## src/rtl/crc_frame_appender.sv

```systemverilog
// Byte-stream framer: forwards sop/eop framed bytes and appends a CRC trailer, LSB first.
// Optional macro CRC_FRAME_STATS_EN adds frame_cnt_o, a count of frames fully taken downstream.
module crc_frame_appender #(
  parameter int                  CRC_SIZE = 16,
  parameter logic [CRC_SIZE-1:0] POLY     = 16'h8005,
  parameter logic [CRC_SIZE-1:0] INIT     = 16'h0000,
  parameter bit                  REF_IN   = 1'b1,
  parameter bit                  REF_OUT  = 1'b1,
  parameter logic [CRC_SIZE-1:0] XOR_OUT  = 16'hFFFF
) (
  input  logic       clk_i,
  input  logic       rst_i,
  input  logic       s_valid_i,
  output logic       s_ready_o,
  input  logic [7:0] s_data_i,
  input  logic       s_sop_i,
  input  logic       s_eop_i,
  output logic       m_valid_o,
  input  logic       m_ready_i,
  output logic [7:0] m_data_o,
  output logic       m_sop_o,
  output logic       m_eop_o,
`ifdef CRC_FRAME_STATS_EN
  output logic [15:0] frame_cnt_o,
`endif
  output logic       proto_err_o
);

  localparam int NBYTES = CRC_SIZE / 8;

  typedef enum logic [1:0] {IDLE, DATA, CRC} state_t;

  state_t              state, state_d;
  logic [CRC_SIZE-1:0] crc_p0, crc_d;
  logic [1:0]          byte_idx, idx_d;
  logic                adv, acc, load;
  logic [7:0]          data_d;
  logic                sop_d, eop_d, perr_d;
  logic [CRC_SIZE-1:0] crc_out;

  // Register kept in non-reflected form; REF_IN only picks the bit feed order.
  function automatic logic [CRC_SIZE-1:0] crc_byte(input logic [CRC_SIZE-1:0] c,
                                                   input logic [7:0] b);
    logic [CRC_SIZE-1:0] r;
    logic                fb;
    r = c;
    for (int i = 0; i < 8; i++) begin
      fb = r[CRC_SIZE-1] ^ (REF_IN ? b[i] : b[7-i]);
      r  = {r[CRC_SIZE-2:0], 1'b0};
      if (fb) r = r ^ POLY;
    end
    return r;
  endfunction

  function automatic logic [CRC_SIZE-1:0] crc_final(input logic [CRC_SIZE-1:0] c);
    logic [CRC_SIZE-1:0] r;
    for (int i = 0; i < CRC_SIZE; i++) r[i] = c[CRC_SIZE-1-i];
    return (REF_OUT ? r : c) ^ XOR_OUT;
  endfunction

  assign adv       = !m_valid_o || m_ready_i;
  assign s_ready_o = adv && (state != CRC);
  assign acc       = s_valid_i && s_ready_o;
  assign crc_out   = crc_final(crc_p0);

  always_comb begin
    state_d = state;
    crc_d   = crc_p0;
    idx_d   = byte_idx;
    load    = 1'b0;
    data_d  = s_data_i;
    sop_d   = 1'b0;
    eop_d   = 1'b0;
    perr_d  = 1'b0;
    case (state)
      IDLE: begin
        if (acc) begin
          if (s_sop_i) begin
            load    = 1'b1;
            sop_d   = 1'b1;
            crc_d   = crc_byte(INIT, s_data_i);
            idx_d   = 2'd0;
            state_d = s_eop_i ? CRC : DATA;
          end else begin
            perr_d = 1'b1;
          end
        end
      end
      DATA: begin
        if (acc) begin
          load   = 1'b1;
          crc_d  = crc_byte(crc_p0, s_data_i);
          perr_d = s_sop_i;
          if (s_eop_i) begin
            idx_d   = 2'd0;
            state_d = CRC;
          end
        end
      end
      CRC: begin
        if (adv) begin
          load   = 1'b1;
          data_d = 8'(crc_out >> (8 * byte_idx));
          if (byte_idx == 2'(NBYTES - 1)) begin
            eop_d   = 1'b1;
            crc_d   = INIT;
            state_d = IDLE;
          end else begin
            idx_d = byte_idx + 2'd1;
          end
        end
      end
      default: state_d = IDLE;
    endcase
  end

  // Output stage p0: single register loaded only when the downstream slot is free.
  always_ff @(posedge clk_i or posedge rst_i) begin
    if (rst_i) begin
      state       <= IDLE;
      crc_p0      <= INIT;
      byte_idx    <= 2'd0;
      m_valid_o   <= 1'b0;
      m_sop_o     <= 1'b0;
      m_eop_o     <= 1'b0;
      m_data_o    <= 8'h00;
      proto_err_o <= 1'b0;
    end else begin
      state       <= state_d;
      crc_p0      <= crc_d;
      byte_idx    <= idx_d;
      proto_err_o <= perr_d;
      if (adv) begin
        m_valid_o <= load;
        m_sop_o   <= sop_d;
        m_eop_o   <= eop_d;
        if (load) m_data_o <= data_d;
      end
    end
  end

`ifdef CRC_FRAME_STATS_EN
  logic [15:0] frame_cnt;

  always_ff @(posedge clk_i or posedge rst_i) begin
    if (rst_i) frame_cnt <= 16'h0000;
    else if (m_valid_o && m_ready_i && m_eop_o) frame_cnt <= frame_cnt + 16'h0001;
  end

  assign frame_cnt_o = frame_cnt;
`endif

endmodule

```

## config.mk

```make
export PLATFORM = sky130hd
export DESIGN_NAME = crc_frame_appender
export DESIGN_NICKNAME = d
export VERILOG_FILES = /design/src/rtl/crc_frame_appender.sv
export SDC_FILE = /design/constraint.sdc
export NUM_CORES = 1
export LEC_CHECK = 0
export ABC_AREA = 0
export CORE_UTILIZATION = 55
export CTS_BUF_LIST = sky130_fd_sc_hd__clkbuf_8
export DETAILED_ROUTE_END_ITERATION = 12
export PLACE_DENSITY = 0.8
export SLEW_MARGIN = 20
export SYNTH_ARGS = -nofsm -noshare
export SYNTH_HDL_FRONTEND = slang
export SYNTH_SLANG_ARGS = --single-unit
```

## constraint.sdc

```tcl
create_clock -name clk_i -period 3.8 [get_ports clk_i]
set_input_delay 0.76 -clock clk_i [delete_from_list [all_inputs] [get_ports clk_i]]
set_output_delay 0.76 -clock clk_i [all_outputs]
set_load 0.01 [all_outputs]
```

==> results of run 1 <==
-- registers in the layout, indices dropped and copies added, names as in the netlist --
name,count
m_valid_o,1
proto_err_o,1
state,2
m_data_o,8
m_sop_o,1
byte_idx,2
m_eop_o,1
crc_p0,16
-- worst paths after layout --
check | start | to | slack (ns) | depth (start not counted)
worst max register to register | state[0] | crc_p0[0] | 1.63 | 8
worst min-delay path | m_eop_o | m_eop_o | 0.48 | 2
min in group asynchronous | rst_i | m_data_o[5] | 0.80 | 2
max in group asynchronous | rst_i | crc_p0[15] | 2.35 | 3
worst max-delay path | m_ready_i | s_ready_o | 1.0 | 5
worst min register to register | m_eop_o | m_eop_o | 0.48 | 2
-- cell families after synthesis --
group | synth area share
compound gates | 0.179
simple gates | 0.128
flops | 0.388
mux | 0.0733
xor+xnor | 0.164
buf+inv | 0.0376
fa+ha+maj | 0.0303
-- critical path, delay by kind of cell --
kind	cells	cell delay (ns)
buffers and inverters	3	1.14
and+or+nand+nor	2	0.13
-- per-layer routing --
layer | global-route usage | vias up
met5 | 0 | -
met4 | 0.116 | 0
met3 | 0.0562 | 10
met2 | 0.421 | 57
met1 | 0.337 | 796
li1 | - | 825
-- cell usage after synthesis --
| library cell | n |
|---|---|
| buf_1 | 1 |
| xor3_2 | 1 |
| a21oi_1 | 15 |
| nand2b_1 | 3 |
| a211oi_1 | 2 |
| inv_1 | 9 |
| clkbuf_1 | 8 |
| o41ai_1 | 1 |
| nand3_1 | 4 |
| xnor2_1 | 12 |
| o31ai_1 | 5 |
| xnor3_2 | 1 |
| o31a_1 | 1 |
| xor3_1 | 1 |
| o21ai_0 | 23 |
| ha_1 | 5 |
| or2_2 | 3 |
| nor2_1 | 17 |
| nor3b_1 | 1 |
| mux2i_1 | 14 |
| a32o_1 | 1 |
| nor2b_1 | 2 |
| buf_2 | 2 |
| and2_1 | 2 |
| a21boi_0 | 1 |
| a21o_1 | 1 |
| a2bb2oi_1 | 1 |
| nand2_1 | 24 |
| nor3_1 | 4 |
| a22oi_1 | 9 |
| xor2_1 | 8 |
| mux2_2 | 1 |
| xnor3_1 | 4 |
| dfrtp_1 | 32 |
| o32ai_1 | 1 |
-- power breakdown --
group          internal, uW  switching [uW]  leakage (uW)  total (uW)
Combinational           701             696      0.000647        1400
Sequential              491             139      0.000401         630
Clock                   231             124     0.0000645         356
-- stage by stage --
stage	utilization	setup WS [ns]	hold slack [ns]	instances	total power, uW
floorplan	-	1.56	0.471	220	1610
global placement	0.691	1.01	0.463	287	1970
detailed placement	0.691	0.969	0.470	287	2010
CTS	0.728	0.991	0.485	295	2380
global route	0.728	0.948	0.533	295	2560
finish	0.728	0.998	0.479	295	2380
-- layout make-up --
class | instances | area share
Multi-Input combinational cell | 168 | 0.475
Timing Repair Buffer | 32 | 0.121
Clock inverter | 1 | 0.0119
Sequential cell | 32 | 0.317
Inverter | 9 | 0.0134
Tap cell | 46 | 0.0228
Clock buffer | 7 | 0.0382
==> metrics.cfg, run 1 <==
[finish]
ff_latch_area_um2 = 801
diodes = 0
nFillCells = 282
syn_to_final_growth_pct = 22.2
final_cell_mix = 32 x dfrtp_1, 26 x clkdlybuf4s50_1, 24 x nand2_1
multi_input_area_um2 = 1200
final_nets = 267
drive_gt1_frac = 0.0843
layout_commonest_cell = dfrtp_1
final_cell_area_um2 = 2520

[worst_setup_path]
crit_top_cell = clkdlybuf4s50_1
cp_max_fo = 11
cp-end-kind = primary output
cp_slowest_stage_delay_ns = 0.53
slowest_stage = clkdlybuf4s50_1
crit_chain = clkdlybuf4s50_1 > nor2b_1 > buf_4 > nor2_1 > clkdlybuf4s50_1
cp-start-kind = input pin
worst_ep_arrival_time_ns = 2.04
required_ns = 3.04
critical_path_class = in2out

[drt]
drtIter0Drc = 73
detailroute.via_count = 1688
ant_nets = 0
m1WireLength_um = 2130
wl_met3_um = 316
wl_met2_um = 2090
highest_layer = met4
routed_wl_um = 4610
viasPerCell = 5.72
avgRoutedWirePerCell_um = 15.6
first_pass_iters = 4
drc = 0

[synthesis]
ys_seq_area_frac = 0.388
ys_ff_latch = 32
syn-num-nets = 239
yosysUniqueCellTypes = 35
yosys.area.top_type = dfrtp_1
avgSynthCellArea_um2 = 9.38
synth_area_leaders = dfrtp_1 39%, mux2i_1 6.8%, o21ai_0 5.6%
synth_top_area_frac = 0.388
syn_inst = 220
syn_area_um2 = 2060
yosysWarnings = 0

[placement]
place_area_um2 = 2400
place.gp.congestion = 0.811
dp_hpwl_um = 3310
port_buffers = 26

[clocking]
clock_path_buffers = 2
postCtsSetupBuffers = 0
numCtsBuffers = 5
cts_hold_buf = 0
cts_tree = yes
clkTransAtPathRegs_ns = 0.06
htreeDepth = 2
cts_sinks = 32
clk_latency_ns = 0.29
cts-root-buf = clkbuf_8
ctsResizeCount = 0

[sta]
relSlewSlack = 0.616
grt_setup_unrepaired = no
fin_crit_ns = 2.80
finalSetupViolCount = 0
timing.setup.tns_ns = 0
skew_ns = 0.00663
fmax_mhz = 357
final_max_slew_viol_count = 0
hold_viol_final = 0
worstMarginPinSlew_ns = 0.577
fin_crit_sh = 0.737

[floorplanning]
die_h_um = 63.3
start_util = 0.595
pin_count = 27
core-area_um2 = 3470
die_area_um2 = 4000
fp.dieW_um = 63.3
fp-row-count = 21

[pwr]
leakage_uw = 0.00111
power_density_nw_per_um2 = 944
max-vdd-ir-drop_mv = 0.479

[global_route]
grt-ovfl-total = 0
grt_pass1_wl_um = 7860
grt_pass1_vias = 1689
grt_max_degree = 20
antenna_found_initial = 0
grt.total_usage = 0.261

[job]
cap_violations = 0

[min_path]
hp-class = reg2reg

[run_status]
status = completed

Note: power is estimated with default switching activity, not from simulation.
==> inputs of run 2 (changes only) <==
Clock period 3.8 ns to 2.84 ns, I/O delays scaled along.
==> run 2 against run 1 <==
Sequential power is 31% higher. Setup slack worse by 0.58 ns. Worst hold slack better by 0.025 ns. Clock-buffer cell count is 2 lower. Combinational power is 34% higher. Core utilization stayed put. Non-clock buffer count is 2 higher. Global-route usage is 0.068 points lower. Critical path depth is 1 lower. Register-to-register slack worse by 0.98 ns. First-iteration DRC count is 74% higher. Sequential share of layout area stayed put.
==> metrics.cfg, run 2 (same netlist as run 1, synthesis figures left out) <==
[run_status]
status = completed

[floorplanning]
core-area_um2 = 3470  ; unchanged
fp.dieW_um = 63.3  ; unchanged
die_h_um = 63.3  ; unchanged
fp-row-count = 21  ; unchanged
start_util = 0.595  ; unchanged
die_area_um2 = 4000  ; unchanged
pin_count = 27  ; unchanged

[global_route]
grt_max_degree = 33  ; +65%
grt-ovfl-total = 0  ; unchanged
grt_pass1_vias = 1641  ; -2.8%
grt_pass1_wl_um = 7940  ; +1.0%
grt.total_usage = 0.261  ; -0.000678
antenna_found_initial = 0  ; unchanged

[placement]
place.gp.congestion = 0.838  ; +3.4%
dp_hpwl_um = 3300  ; -0.36%
place_area_um2 = 2410  ; +0.63%
dp_slack_ns = 0.201  ; -0.768 ns
port_buffers = 26  ; unchanged

[worst_setup_path]
cp-start-kind = input pin
worst_ep_arrival_time_ns = 1.85  ; -0.19 ns
regToRegSetupSlack_ns = 0.65  ; -0.98 ns
critical_path_class = in2out
cp_max_fo = 5  ; -6
cp-end-kind = primary output
required_ns = 2.27  ; -0.77 ns

[sta]
hold_slack_ns = 0.504  ; +0.0249 ns
fmax_mhz = 414
fin_crit_sh = 0.851
grt_setup_unrepaired = no
final_max_slew_viol_count = 0  ; unchanged
hold_viol_final = 0  ; unchanged
finalSetupViolCount = 0  ; unchanged
skew_ns = 0.00332  ; -0.00331 ns
fin_crit_ns = 2.42
timing.setup.tns_ns = 0  ; unchanged
relSlewSlack = 0.642  ; +0.0261
worstMarginPinSlew_ns = 0.534  ; -0.0423 ns
setup_ws_ns = 0.422  ; -0.576 ns

[drt]
viasPerCell = 5.74  ; +0.39%
avgRoutedWirePerCell_um = 15.4  ; -1.3%
drc = 0  ; unchanged
drtIter0Drc = 127  ; +74%
first_pass_iters = 4  ; unchanged
ant_nets = 0  ; unchanged
routed_wl_um = 4570  ; -0.67%
detailroute.via_count = 1706  ; +1.1%

[finish]
layout_commonest_cell = dfrtp_1
nFillCells = 284  ; +0.71%
multi_input_area_um2 = 1200  ; unchanged
largest_register_ffs = 16  ; unchanged
largest_register = crc_p0
final_nets = 269  ; +0.75%
final_cell_mix = 32 x dfrtp_1, 26 x clkdlybuf4s50_1, 24 x nand2_1
final_cell_area_um2 = 2520  ; unchanged
drive_gt1_frac = 0.0916  ; +0.00730
diodes = 0  ; unchanged
ff_latch_area_um2 = 801  ; unchanged
syn_to_final_growth_pct = 22.2  ; unchanged
largestRegisters = crc_p0 (16), m_data_o (8)

[clocking]
clk_latency_ns = 0.28  ; about the same
numCtsBuffers = 5  ; unchanged
htreeDepth = 2  ; unchanged
postCtsSetupBuffers = 0  ; unchanged
cts-root-buf = clkbuf_8
cts_tree = yes
cts_sinks = 32  ; unchanged
clock_path_buffers = 2  ; unchanged
ctsResizeCount = 0  ; unchanged
clkTransAtPathRegs_ns = 0.07  ; about the same
cts_hold_buf = 0  ; unchanged

[pwr]
power_density_nw_per_um2 = 1240  ; +31%
leakage_uw = 0.00111  ; about the same
max-vdd-ir-drop_mv = 0.744  ; +55%

[min_path]
hp-class = reg2reg

[job]
cap_violations = 0  ; unchanged

## run 2: cell types whose count changed in the layout (fill, tap and decap cells not counted), sizes merged
cell      delta
buf          +2
clkbuf       -2
clkinv       +1
clkinvlp     +1
## run 2: path summary, 6_finish.rpt
check | from | to | depth (start not counted)
worst max-delay path | m_ready_i | s_ready_o | 4
worst min-delay path | m_eop_o | m_eop_o | 2
worst max register to register | state[0] | crc_p0[14] | 7
worst min register to register | m_eop_o | m_eop_o | 2
max in group asynchronous | rst_i | crc_p0[4] | 3
min in group asynchronous | rst_i | m_valid_o | 3
## run 2: where the power goes
part | leakage [uW] | total, uW | internal, uW | switching, uW
clock | 0.0000541 | 430 | 259 | 170
sequential | 0.000401 | 824 | 657 | 167
combinational | 0.000657 | 1870 | 931 | 940
total | 0.00111 | 3120 | 1850 | 1280
## run 2: final cells by class
class,count,share of cell area
well taps,46,0.0228
flip-flops and latches,32,0.317
clock inverters,3,0.0169
clock buffers,5,0.0273
multi-input cells,168,0.475
inverters,9,0.0134
repair buffers,34,0.127
## run 2: critical path, cell delays in order
cell and delay (ns):
clkdlybuf4s50_1 0.40, nor2b_1 0.32, nor2_1 0.07, clkdlybuf4s50_1 0.49
## run 2: routing by layer
| layer | vias to the layer above | GRT usage | wire [um] |
|---|---|---|---|
| met5 | - | 0 | 0 |
| met4 | 0 | 0.102 | 63 |
| met3 | 6 | 0.0417 | 228 |
| met2 | 44 | 0.405 | 2110 |
| met1 | 830 | 0.365 | 2170 |
| li1 | 826 | - | - |
## run 2: stage by stage
step / util / instances / total power, uW
after floorplan: - / 220 / 2160
after global placement: 0.696 / 289 / 2620
after detailed placement: 0.696 / 289 / 2670
after CTS: 0.728 / 297 / 3120
after global routing: 0.728 / 297 / 3370
final: 0.728 / 297 / 3120
==> inputs of run 3 (changes only) <==
Settings changed: MAX_ROUTING_LAYER set to met4, TNS_END_PERCENT set to 30.
Clock period 2.84 ns to 3.05 ns, I/O delays scaled along.
==> run 3 against run 2 <==
Register-to-register slack better by 0.16 ns. Worst hold slack lost 0.029 ns. Critical path type unchanged. Combinational power down 7%. Via count fell by 2.6%. Critical endpoint unchanged. Setup slack better by 0.10 ns.
==> metrics.cfg, run 3 (same netlist as run 1, synthesis figures left out) <==
[placement]
dp_slack_ns = 0.304  ; +0.102 ns
place_area_um2 = 2390  ; -0.93%
place.gp.congestion = 0.804  ; -4.1%
dp_hpwl_um = 3220  ; -2.2%
port_buffers = 26  ; unchanged
place_inst = 286  ; -1.0%

[pwr]
fin_total_pwr_uw = 2860  ; -8.5%
max-vdd-ir-drop_mv = 0.816  ; +9.7%
power_density_nw_per_um2 = 1150  ; -7.2%
leakage_uw = 0.00109  ; -1.7%

[finish]
layout_commonest_cell = dfrtp_1
largestRegisters = crc_p0 (16), m_data_o (8)
diodes = 0  ; unchanged
final_nets = 266  ; -1.1%
ff_latch_area_um2 = 801  ; unchanged
nFillCells = 285  ; +0.35%
syn_to_final_growth_pct = 20.4
stdcell_count = 293  ; -1.3%
largest_register_ffs = 16  ; unchanged
final_cell_mix = 32 x dfrtp_1, 26 x clkdlybuf4s50_1, 24 x nand2_1
final_cell_area_um2 = 2490  ; -1.5%
multi_input_area_um2 = 1200  ; unchanged
largest_register = crc_p0
drive_gt1_frac = 0.0769  ; -0.0147

[worst_setup_path]
crit_top_cell = clkdlybuf4s50_1
cp-end-kind = primary output
required_ns = 2.44  ; +0.17 ns
worst_ep_arrival_time_ns = 1.92  ; +0.07 ns
crit_chain = clkdlybuf4s50_1 > nor2b_1 > nor2_1 > clkdlybuf4s50_1
critical_path_class = in2out
cp_slowest_stage_delay_ns = 0.49  ; about the same
cp_max_fo = 5  ; unchanged
cp-start-kind = input pin
slowest_stage = clkdlybuf4s50_1

[sta]
finalSetupViolCount = 0  ; unchanged
timing.setup.tns_ns = 0  ; unchanged
skew_ns = 0.00403  ; +0.000718 ns
hold_viol_final = 0  ; unchanged
fmax_mhz = 396
fin_crit_sh = 0.829
setup_ws_ns = 0.523  ; +0.101 ns
fin_crit_ns = 2.53
relSlewSlack = 0.594  ; -0.0481
grt_setup_unrepaired = no
final_max_slew_viol_count = 0  ; unchanged
worstMarginPinSlew_ns = 0.610  ; +0.0753 ns

[min_path]
hp-class = reg2reg

[floorplanning]
pin_count = 27  ; unchanged
start_util = 0.595  ; unchanged
core-area_um2 = 3470  ; unchanged
die_h_um = 63.3  ; unchanged
fp.dieW_um = 63.3  ; unchanged
fp-row-count = 21  ; unchanged
die_area_um2 = 4000  ; unchanged

[clocking]
cts_hold_buf = 0  ; unchanged
clkTransAtPathRegs_ns = 0.06  ; about the same
cts_sinks = 32  ; unchanged
cts_tree = yes
clock_path_buffers = 2  ; unchanged
numCtsBuffers = 5  ; unchanged
postCtsSetupBuffers = 0  ; unchanged
clk_latency_ns = 0.28  ; about the same
ctsResizeCount = 0  ; unchanged
cts-root-buf = clkbuf_8
htreeDepth = 2  ; unchanged

[drt]
drtIter0Drc = 108  ; -15%
drc = 0  ; unchanged
viasPerCell = 5.67  ; -1.2%
detailroute.via_count = 1662  ; -2.6%
first_pass_iters = 4  ; unchanged
routed_wl_um = 4620  ; +1.0%
avgRoutedWirePerCell_um = 15.8  ; +2.4%
ant_nets = 0  ; unchanged

[global_route]
grt_pass1_vias = 1614  ; -1.6%
grt_pass1_wl_um = 7790  ; -1.9%
grt_max_degree = 33  ; unchanged
grt-ovfl-total = 0  ; unchanged
grt.total_usage = 0.268  ; +0.00761
antenna_found_initial = 0  ; unchanged

[run_status]
status = completed

[job]
cap_violations = 0  ; unchanged

## run 3: changes by cell type in the layout (fill, tap and decap cells not counted), sizes merged
cell,previous run,this run
buf,8,5
clkbuf,5,7
bufinv,1,0
clkinv,1,0
clkinvlp,1,0
## run 3: per-layer routing
layer,part of all wire,vias up,global-route usage,routed length [um]
met3,0.065,8,0.0616,299
met4,0.018,0,0.111,85
met1,0.45,785,0.353,2060
met5,0,-,-,0
li1,-,817,-,-
met2,0.47,52,0.399,2180
## run 3: report_power, final
group	total, uW	switching [uW]	internal (uW)
sequential	784	172	612
combinational	1730	866	861
clock	345	145	201
## run 3: final timing paths
| path | from | end | slack [ns] | cells past startpoint |
|---|---|---|---|---|
| worst max-delay path | m_ready_i | s_ready_o | 0.52 | 4 |
| worst min-delay path | m_eop_o | m_eop_o | 0.48 | 2 |
| worst max register to register | state[0] | crc_p0[12] | 0.81 | 7 |
| worst min register to register | m_eop_o | m_eop_o | 0.48 | 2 |
| max in group asynchronous | rst_i | crc_p0[14] | 2.04 | 3 |
| min in group asynchronous | rst_i | m_data_o[2] | 0.72 | 3 |
## run 3: worst max-delay path: cells and delay by family
| kind | cells | cell delay (ns) |
|---|---|---|
| buffers and inverters | 2 | 0.89 |
| AND/OR/NAND/NOR | 2 | 0.43 |
## run 3: cell type report
cell class | count | share of cell area
sequential | 32 | 0.322
clock buffer | 7 | 0.0388
tap | 46 | 0.0232
timing repair buffer | 31 | 0.120
inverter | 9 | 0.0136
multi-input combinational | 168 | 0.483
## run 3: through the flow
| step | util | hold WS [ns] |
|---|---|---|
| after global placement | 0.689 | 0.463 |
| final | 0.717 | 0.475 |
| after detailed placement | 0.689 | 0.468 |
| after floorplan | - | 0.471 |
| after CTS | 0.717 | 0.481 |
| after global routing | 0.717 | 0.531 |
